### src/rtl/axis_pkt_gen_if.sv
// AXI4-Stream data channel between the packet generator (master) and the OPED slave.
interface axis_pkt_gen_if;
    logic [31:0]  TDATA;
    logic         TVALID;
    logic [3:0]   TSTRB;
    logic [127:0] TUSER;
    logic         TLAST;
    logic         TREADY;

    modport master (output TDATA, TVALID, TSTRB, TUSER, TLAST, input TREADY);
    modport slave  (input TDATA, TVALID, TSTRB, TUSER, TLAST, output TREADY);
endinterface

### src/rtl/axis_pkt_gen.sv
// AXI4-Stream packet generator: one packet of ceil(LEN_BYTES/4) beats per START.
// Define AXIS_PKT_GEN_LFSR_EN for a Galois LFSR data pattern instead of SEED+k.
//
// state | meaning
// IDLE  | waiting for START; zero-length START only pulses DONE
// SEND  | TVALID high, beats advance on each TVALID&TREADY handshake
module axis_pkt_gen #(
    parameter logic [7:0] SPT_VALUE = 8'h00
) (
    input  logic                ACLK,
    input  logic                ARESET,
    input  logic                START,
    input  logic [15:0]         LEN_BYTES,
    input  logic [7:0]          DPT,
    input  logic [31:0]         SEED,
    output logic                BUSY,
    output logic                DONE,
    output logic [31:0]         PKT_COUNT,
    axis_pkt_gen_if.master      M_AXIS_DAT
);

    typedef enum logic {IDLE = 1'b0, SEND = 1'b1} state_t;

    state_t      state_q, state_d;
    logic [15:0] len_q, len_d;
    logic [7:0]  dpt_q, dpt_d;
    logic [31:0] data_q, data_d;
    logic [14:0] beats_q, beats_d;
    logic        done_q, done_d;
    logic [31:0] count_q, count_d;

    logic [16:0] len_plus3;
    logic [14:0] beats_init;
    logic [31:0] data_init;
    logic [31:0] data_next;
    logic        last_beat;
    logic [3:0]  strb_last;

    assign len_plus3  = {1'b0, LEN_BYTES} + 17'd3;
    assign beats_init = len_plus3[16:2];

`ifdef AXIS_PKT_GEN_LFSR_EN
    // Zero would lock the LFSR, so it is replaced by 1.
    assign data_init = (SEED == 32'h0) ? 32'h1 : SEED;
    // Right-shifting Galois form of x^32+x^22+x^2+x+1.
    assign data_next = {1'b0, data_q[31:1]} ^ (data_q[0] ? 32'h8020_0003 : 32'h0);
`else
    assign data_init = SEED;
    assign data_next = data_q + 32'd1;
`endif

    assign last_beat = (state_q == SEND) && (beats_q == 15'd1);

    always_comb begin
        case (len_q[1:0])
            2'd1:    strb_last = 4'h1;
            2'd2:    strb_last = 4'h3;
            2'd3:    strb_last = 4'h7;
            default: strb_last = 4'hF;
        endcase
    end

    always_comb begin
        state_d = state_q;
        len_d   = len_q;
        dpt_d   = dpt_q;
        data_d  = data_q;
        beats_d = beats_q;
        done_d  = 1'b0;
        count_d = count_q;
        case (state_q)
            IDLE: begin
                if (START) begin
                    if (LEN_BYTES != 16'd0) begin
                        state_d = SEND;
                        len_d   = LEN_BYTES;
                        dpt_d   = DPT;
                        data_d  = data_init;
                        beats_d = beats_init;
                    end else begin
                        done_d = 1'b1;
                    end
                end
            end
            SEND: begin
                if (M_AXIS_DAT.TREADY) begin
                    if (beats_q == 15'd1) begin
                        state_d = IDLE;
                        done_d  = 1'b1;
                        count_d = count_q + 32'd1;
                    end else begin
                        beats_d = beats_q - 15'd1;
                        data_d  = data_next;
                    end
                end
            end
            default: state_d = IDLE;
        endcase
    end

    always_ff @(posedge ACLK) begin
        if (ARESET) begin
            state_q <= IDLE;
            len_q   <= 16'h0;
            dpt_q   <= 8'h0;
            data_q  <= 32'h0;
            beats_q <= 15'h0;
            done_q  <= 1'b0;
            count_q <= 32'h0;
        end else begin
            state_q <= state_d;
            len_q   <= len_d;
            dpt_q   <= dpt_d;
            data_q  <= data_d;
            beats_q <= beats_d;
            done_q  <= done_d;
            count_q <= count_d;
        end
    end

    assign BUSY      = (state_q == SEND);
    assign DONE      = done_q;
    assign PKT_COUNT = count_q;

    assign M_AXIS_DAT.TVALID = (state_q == SEND);
    assign M_AXIS_DAT.TLAST  = last_beat;
    assign M_AXIS_DAT.TDATA  = data_q;
    assign M_AXIS_DAT.TSTRB  = (state_q != SEND) ? 4'h0 : (last_beat ? strb_last : 4'hF);
    assign M_AXIS_DAT.TUSER  = {96'h0, dpt_q, SPT_VALUE, len_q};

endmodule
### src/flat_wrapper.sv
// flat-port wrapper written by rule: the top's interface ports become plain ports
module axis_pkt_gen_flat 
#(
    parameter logic [7:0] SPT_VALUE = 8'h00
)
  (ACLK, ARESET, START, LEN_BYTES, DPT, SEED, BUSY, DONE, PKT_COUNT, M_AXIS_DAT_TDATA, M_AXIS_DAT_TVALID, M_AXIS_DAT_TSTRB, M_AXIS_DAT_TUSER, M_AXIS_DAT_TLAST, M_AXIS_DAT_TREADY);
  axis_pkt_gen_if M_AXIS_DAT_i ();
  input  logic ACLK;
  input  logic ARESET;
  input  logic START;
  input  logic [15:0] LEN_BYTES;
  input  logic [7:0] DPT;
  input  logic [31:0] SEED;
  output logic BUSY;
  output logic DONE;
  output logic [31:0] PKT_COUNT;
  output wire logic [$bits(M_AXIS_DAT_i.TDATA)-1:0] M_AXIS_DAT_TDATA;
  output wire logic [$bits(M_AXIS_DAT_i.TVALID)-1:0] M_AXIS_DAT_TVALID;
  output wire logic [$bits(M_AXIS_DAT_i.TSTRB)-1:0] M_AXIS_DAT_TSTRB;
  output wire logic [$bits(M_AXIS_DAT_i.TUSER)-1:0] M_AXIS_DAT_TUSER;
  output wire logic [$bits(M_AXIS_DAT_i.TLAST)-1:0] M_AXIS_DAT_TLAST;
  input wire logic [$bits(M_AXIS_DAT_i.TREADY)-1:0] M_AXIS_DAT_TREADY;
  assign M_AXIS_DAT_TDATA = M_AXIS_DAT_i.TDATA;
  assign M_AXIS_DAT_TVALID = M_AXIS_DAT_i.TVALID;
  assign M_AXIS_DAT_TSTRB = M_AXIS_DAT_i.TSTRB;
  assign M_AXIS_DAT_TUSER = M_AXIS_DAT_i.TUSER;
  assign M_AXIS_DAT_TLAST = M_AXIS_DAT_i.TLAST;
  assign M_AXIS_DAT_i.TREADY = M_AXIS_DAT_TREADY;
  axis_pkt_gen #(.SPT_VALUE(SPT_VALUE)) u_core (.ACLK(ACLK), .ARESET(ARESET), .START(START), .LEN_BYTES(LEN_BYTES), .DPT(DPT), .SEED(SEED), .BUSY(BUSY), .DONE(DONE), .PKT_COUNT(PKT_COUNT), .M_AXIS_DAT(M_AXIS_DAT_i));
endmodule
### config.mk
export PLATFORM = sky130hd
export DESIGN_NAME = axis_pkt_gen_flat
export DESIGN_NICKNAME = d
export VERILOG_FILES = /design/src/rtl/axis_pkt_gen_if.sv /design/src/rtl/axis_pkt_gen.sv /design/src/flat_wrapper.sv
export SDC_FILE = /design/constraint.sdc
export NUM_CORES = 1
export LEC_CHECK = 0
export ABC_AREA = 1
export BUFFER_PORTS_ARGS = -buffer_cell sky130_fd_sc_hd__buf_2
export CORE_MARGIN = 5
export CORE_UTILIZATION = 55
export DETAILED_ROUTE_END_ITERATION = 16
export PLACE_DENSITY_LB_ADDON = 0.15
export SLEW_MARGIN = 15
export SYNTH_ARGS = -nofsm -noshare
export SYNTH_HDL_FRONTEND = slang
export SYNTH_SLANG_ARGS = --single-unit
### constraint.sdc
create_clock -name ACLK -period 3.45 [get_ports ACLK]
set_input_delay 0.69 -clock ACLK [delete_from_list [all_inputs] [get_ports ACLK]]
set_output_delay 0.69 -clock ACLK [all_outputs]
set_load 0.005 [all_outputs]
Word-level counts from Yosys, hierarchy flattened
Cells that the tools add are included.
W data, S select, Z words.

word-level totals
  bits in registers = 105
  output and inout port bits = 200
  word-level logic and storage cells = 48

operators by class
  add/sub/neg operators = 4
  equality and inequality tests = 8
  muxes and demuxes = 23
  bitwise gates (word level) = 1
  reductions and logical operators = 5

operators by type and width
  operator                 count
  $mux W32                 4
  $add A32 B1 Y32 const B  2
  $pmux W32 S2             1
  $mux W15                 4
  $pmux W15 S2             1
  $add A16 B2 Y17 const B  1
  $reduce_bool A16 Y1      1
  $eq A15 B1 Y1 const B    1
  $sub A15 B1 Y15 const B  1
  $pmux W4 S3              1
  $mux W1                  8
  $mux W4                  2
  $ne A2 B2 Y1 const B     3
  $reduce_and A3 Y1        2
  $eq A2 B2 Y1 const B     2
  $pmux W1 S2              2
  $reduce_and A4 Y1        1
  $eq A2 B1 Y1 const B     1
  $ne A2 B1 Y1 const B     1
  $logic_and A1 B1 Y1      1
  $not A1 Y1               1

Logic depth before layout (Yosys ltp)
  depth after elaboration = 4
  depth in mapped cells = 12
  mapped depth without buffers = 10

Worst setup path after synthesis
No wires, ideal clock.

  kind = register to output
  start point = register u_core.state_q (netlist: u_core.BUSY)
  end point = output M_AXIS_DAT_TSTRB[3]
  data arrival time = 1.203 ns
  required time = 2.760 ns
  path slack = 1.557 ns
  stages on the path, launching flop included = 6
  path buffers = 3
  path through = dfxtp_1 -> buf_2 -> buf_2 -> buf_1 -> o21ai_0 -> inv_1

between the ends
  cells in the longest elaborated chain, start to end = 3

ends and longest elaborated chain
  item                    line                 source
  start, declared         axis_pkt_gen.sv:24   state_t state_q, state_d;
  start signal, assigned  axis_pkt_gen.sv:111  state_q <= state_d;
  $logic_and A1 B1 Y1     axis_pkt_gen.sv:52   assign last_beat = (state_q == SEND) && (beats_q == 15'd1);
  $mux W4                 axis_pkt_gen.sv:128  assign M_AXIS_DAT.TSTRB = (state_q != SEND) ? 4'h0 : (last_beat ? strb_last : 4'hF);
  $mux W4 *               axis_pkt_gen.sv:128
  end, declared           flat_wrapper.sv:19   output wire logic [$bits(M_AXIS_DAT_i.TSTRB)-1:0] M_AXIS_DAT_TSTRB;

Mark *: on every way between the ends. The rest lies on a longest branch, timed or not.

Worst setup path after layout
  start point = register u_core.state_q (netlist: u_core.BUSY)
  end point = output M_AXIS_DAT_TLAST

between the ends
  cells in the longest elaborated chain, start to end = 1

ends and longest elaborated chain
  item                 line                source
  $logic_and A1 B1 Y1  axis_pkt_gen.sv:52
  end, declared        flat_wrapper.sv:21  output wire logic [$bits(M_AXIS_DAT_i.TLAST)-1:0] M_AXIS_DAT_TLAST;

No other way between the ends.

==> results.ini <==
[critical_path]
end_kind = output pin
crit_slowest_cell = dfxtp_2
slowest_delay_ns = 0.45
crit_required_ns = 2.76
worstSetupStartpointType = register
path_class = reg -> out
cpMostUsedCell = buf_4
path_cells = buf_4, clkinv_1, buf_4, nor2_1, buf_2
cp.arrival_ns = 1.87
cp_max_fo = 45
worst-r2r-setup-slack_ns = 1.09

[timing]
fmax_mhz = 390
period_share_pct = 74.3
grt_setup_unrepaired = no
setup_tns_ns = 0
setup_viol_count_final = 0
worst_pin_slew_ns = 0.850
finalCriticalPeriod_ns = 2.56
skew_ns = 0.00752
slew_viol_final = 0
hold_viol = 0
max-slew-margin-rel_pct = 43.2

[global_routing]
antenna_found_initial = 0
grt_pass1_vias = 6991
grtUsageTotal_pct = 25.3
grt_max_degree = 57
grt_use_met3_pct = 4.71
globalRouteOverflowTotal = 0
grtUsageMet1_pct = 34.0
grt_pass1_wl_um = 33700
grt_busiest_layer = met2
use_met2_pct = 40.6

[clock_tree]
cts_resized = 0
ctsHoldBuffers = 0
clock_latency_ns = 0.36
postCtsSetupBuffers = 0
cts_buffer_depth = 2
cts_root_buf = clkbuf_16
numCtsBuffers = 9
cts_sinks = 105
cts_tree = built
clk_pin_slew_ns = 0.07
htreeDepth = 3

[layout]
layout_commonest_cell = nand2_1
multi_input_area_um2 = 4450
diodes = 0
seq_area_um2 = 2100
nets = 1456
fin_area_um2 = 8250
drive_above_1_share_pct = 14.3
final_cells = 1570
fillers = 1422
final_cell_mix = nand2_1, nor2_1, buf_2
area_growth_pct = 9.96

[detailed_routing]
wl_per_cell_um = 13.5
dr.pass1.iters = 6
drt-initial-drc-count = 543
final_antenna_net_count = 0
drc_errors = 0
viasPerCell = 5.02
vias = 7882
routed_wl_um = 21200

[pwr]
peakVddDrop_mv = 0.213
powerDensity_nw_per_um2 = 371
power.leakage_nw = 3.80

[logic_synthesis]
synthesis.instances = 1260
syn-cell-area_um2 = 7500
yosys.cell_types.count = 36
syn_area_per_cell_um2 = 5.95
synth.ff_latch_count = 105
yosys_warnings = 0
ys_seq_area_share_pct = 28.0

[status]
outcome = finished clean

[placement]
place_inst = 1554
dp_hpwl_um = 15900
portBuffers = 155
place.gp.congestion = 0.924
place_area_um2 = 7940

[die]
pin_count = 260
die_y_um = 127
num_rows = 42
die_x_um = 127
coreArea_um2 = 13300
start_util_pct = 56.4
die-area_um2 = 16100

[hold_path]
min_path_type = reg -> reg

[flow_run]
max_cap_violations = 0

-- where the power goes --
group	internal, mW	switching [mW]	total, mW	leakage (nW)
logic	0.206	0.365	0.571	2.79
registers	1.29	0.0854	1.37	0.862
clock network	0.636	0.482	1.12	0.146
-- path summary, 6_finish.rpt --
kind | start | endpoint | cells after the start
min | u_core.dpt_q[6]$_SDFFE_PP0P_ | u_core.dpt_q[6]$_SDFFE_PP0P_ | 2
max | u_core.BUSY$_SDFF_PP0_ | M_AXIS_DAT_TLAST | 5
min reg2reg | u_core.dpt_q[6]$_SDFFE_PP0P_ | u_core.dpt_q[6]$_SDFFE_PP0P_ | 2
max reg2reg | u_core.beats_q[1]$_SDFFE_PP0P_ | u_core.beats_q[14]$_SDFFE_PP0P_ | 11
-- state kept, by name, indices dropped and copies added (netlist names) --
name / count
u_core.PKT_COUNT: 32
u_core.len_q: 16
u_core.DONE: 1
u_core.BUSY: 1
u_core.M_AXIS_DAT.TDATA: 32
u_core.beats_q: 15
u_core.dpt_q: 8
-- synthesized netlist by cell type, drive strengths merged --
library cell	instances	area (µm²)
o211a	1	10.0
nand2	381	1450
o21ai	80	404
a21oi	103	523
conb	1	3.75
o21a	1	7.51
nor3	5	25.0
xor2	9	78.8
ha	7	87.6
inv	85	319
clkbuf	22	82.6
dfxtp	105	2100
nor2	228	888
and2	1	6.26
xnor2	3	26.3
o22ai	2	12.5
o21bai	2	15.0
buf	126	927
a31oi	1	6.26
or2	2	12.5
nand4	8	50.1
clkinv	1	3.75
nor3b	1	7.51
nand3	72	360
nand3b	13	97.6
-- critical path, delay by kind of cell (launching register included) --
family,cells,cell delay [ns]
AND/OR/NAND/NOR,1,0.10
flip-flops,1,0.45
buffers and inverters,4,0.95
-- cells by family (layout without fill, tap and decap cells) --
| group | after synthesis | count (layout) | share of synthesized area, % |
|---|---|---|---|
| buffers and inverters | 234 | 265 | 17.8 |
| adder cells (fa/ha/maj) | 7 | 7 | 1.17 |
| AO/OA/AOI/OAI | 190 | 190 | 13.0 |
| flip-flops | 105 | 105 | 28.0 |
| AND/OR/NAND/NOR | 711 | 711 | 38.6 |
| XOR/XNOR | 12 | 12 | 1.40 |
| other | 1 | 104 | 0.0500 |
-- layer usage --
metal	wire, µm	vias up
met1	9390	3473
met2	9610	326
li1	-	4052
met3	1760	31
met5	0	-
met4	465	0
-- final cells by class --
| cell class | instances | share of cell area, % |
|---|---|---|
| clock buffers | 11 | 2.82 |
| clock inverters | 5 | 0.971 |
| inverters | 86 | 3.91 |
| multi-input cells | 1024 | 54.0 |
| flip-flops and latches | 105 | 25.5 |
| well taps | 176 | 2.67 |
| repair buffers | 163 | 10.1 |
-- stage by stage --
stage | util (%) | hold slack (ns) | power [mW] | setup WS (ns)
detailed placement | 59.7 | 0.471 | 1.96 | 0.796
global route | 62.0 | 0.507 | 3.21 | 0.737
CTS | 62.0 | 0.487 | 3.07 | 0.888
floorplan | - | 0.480 | 1.86 | 1.56
global placement | 59.7 | 0.464 | 1.95 | 0.937
finish | 62.0 | 0.484 | 3.06 | 0.887
Power figures use the tool's default switching activity.
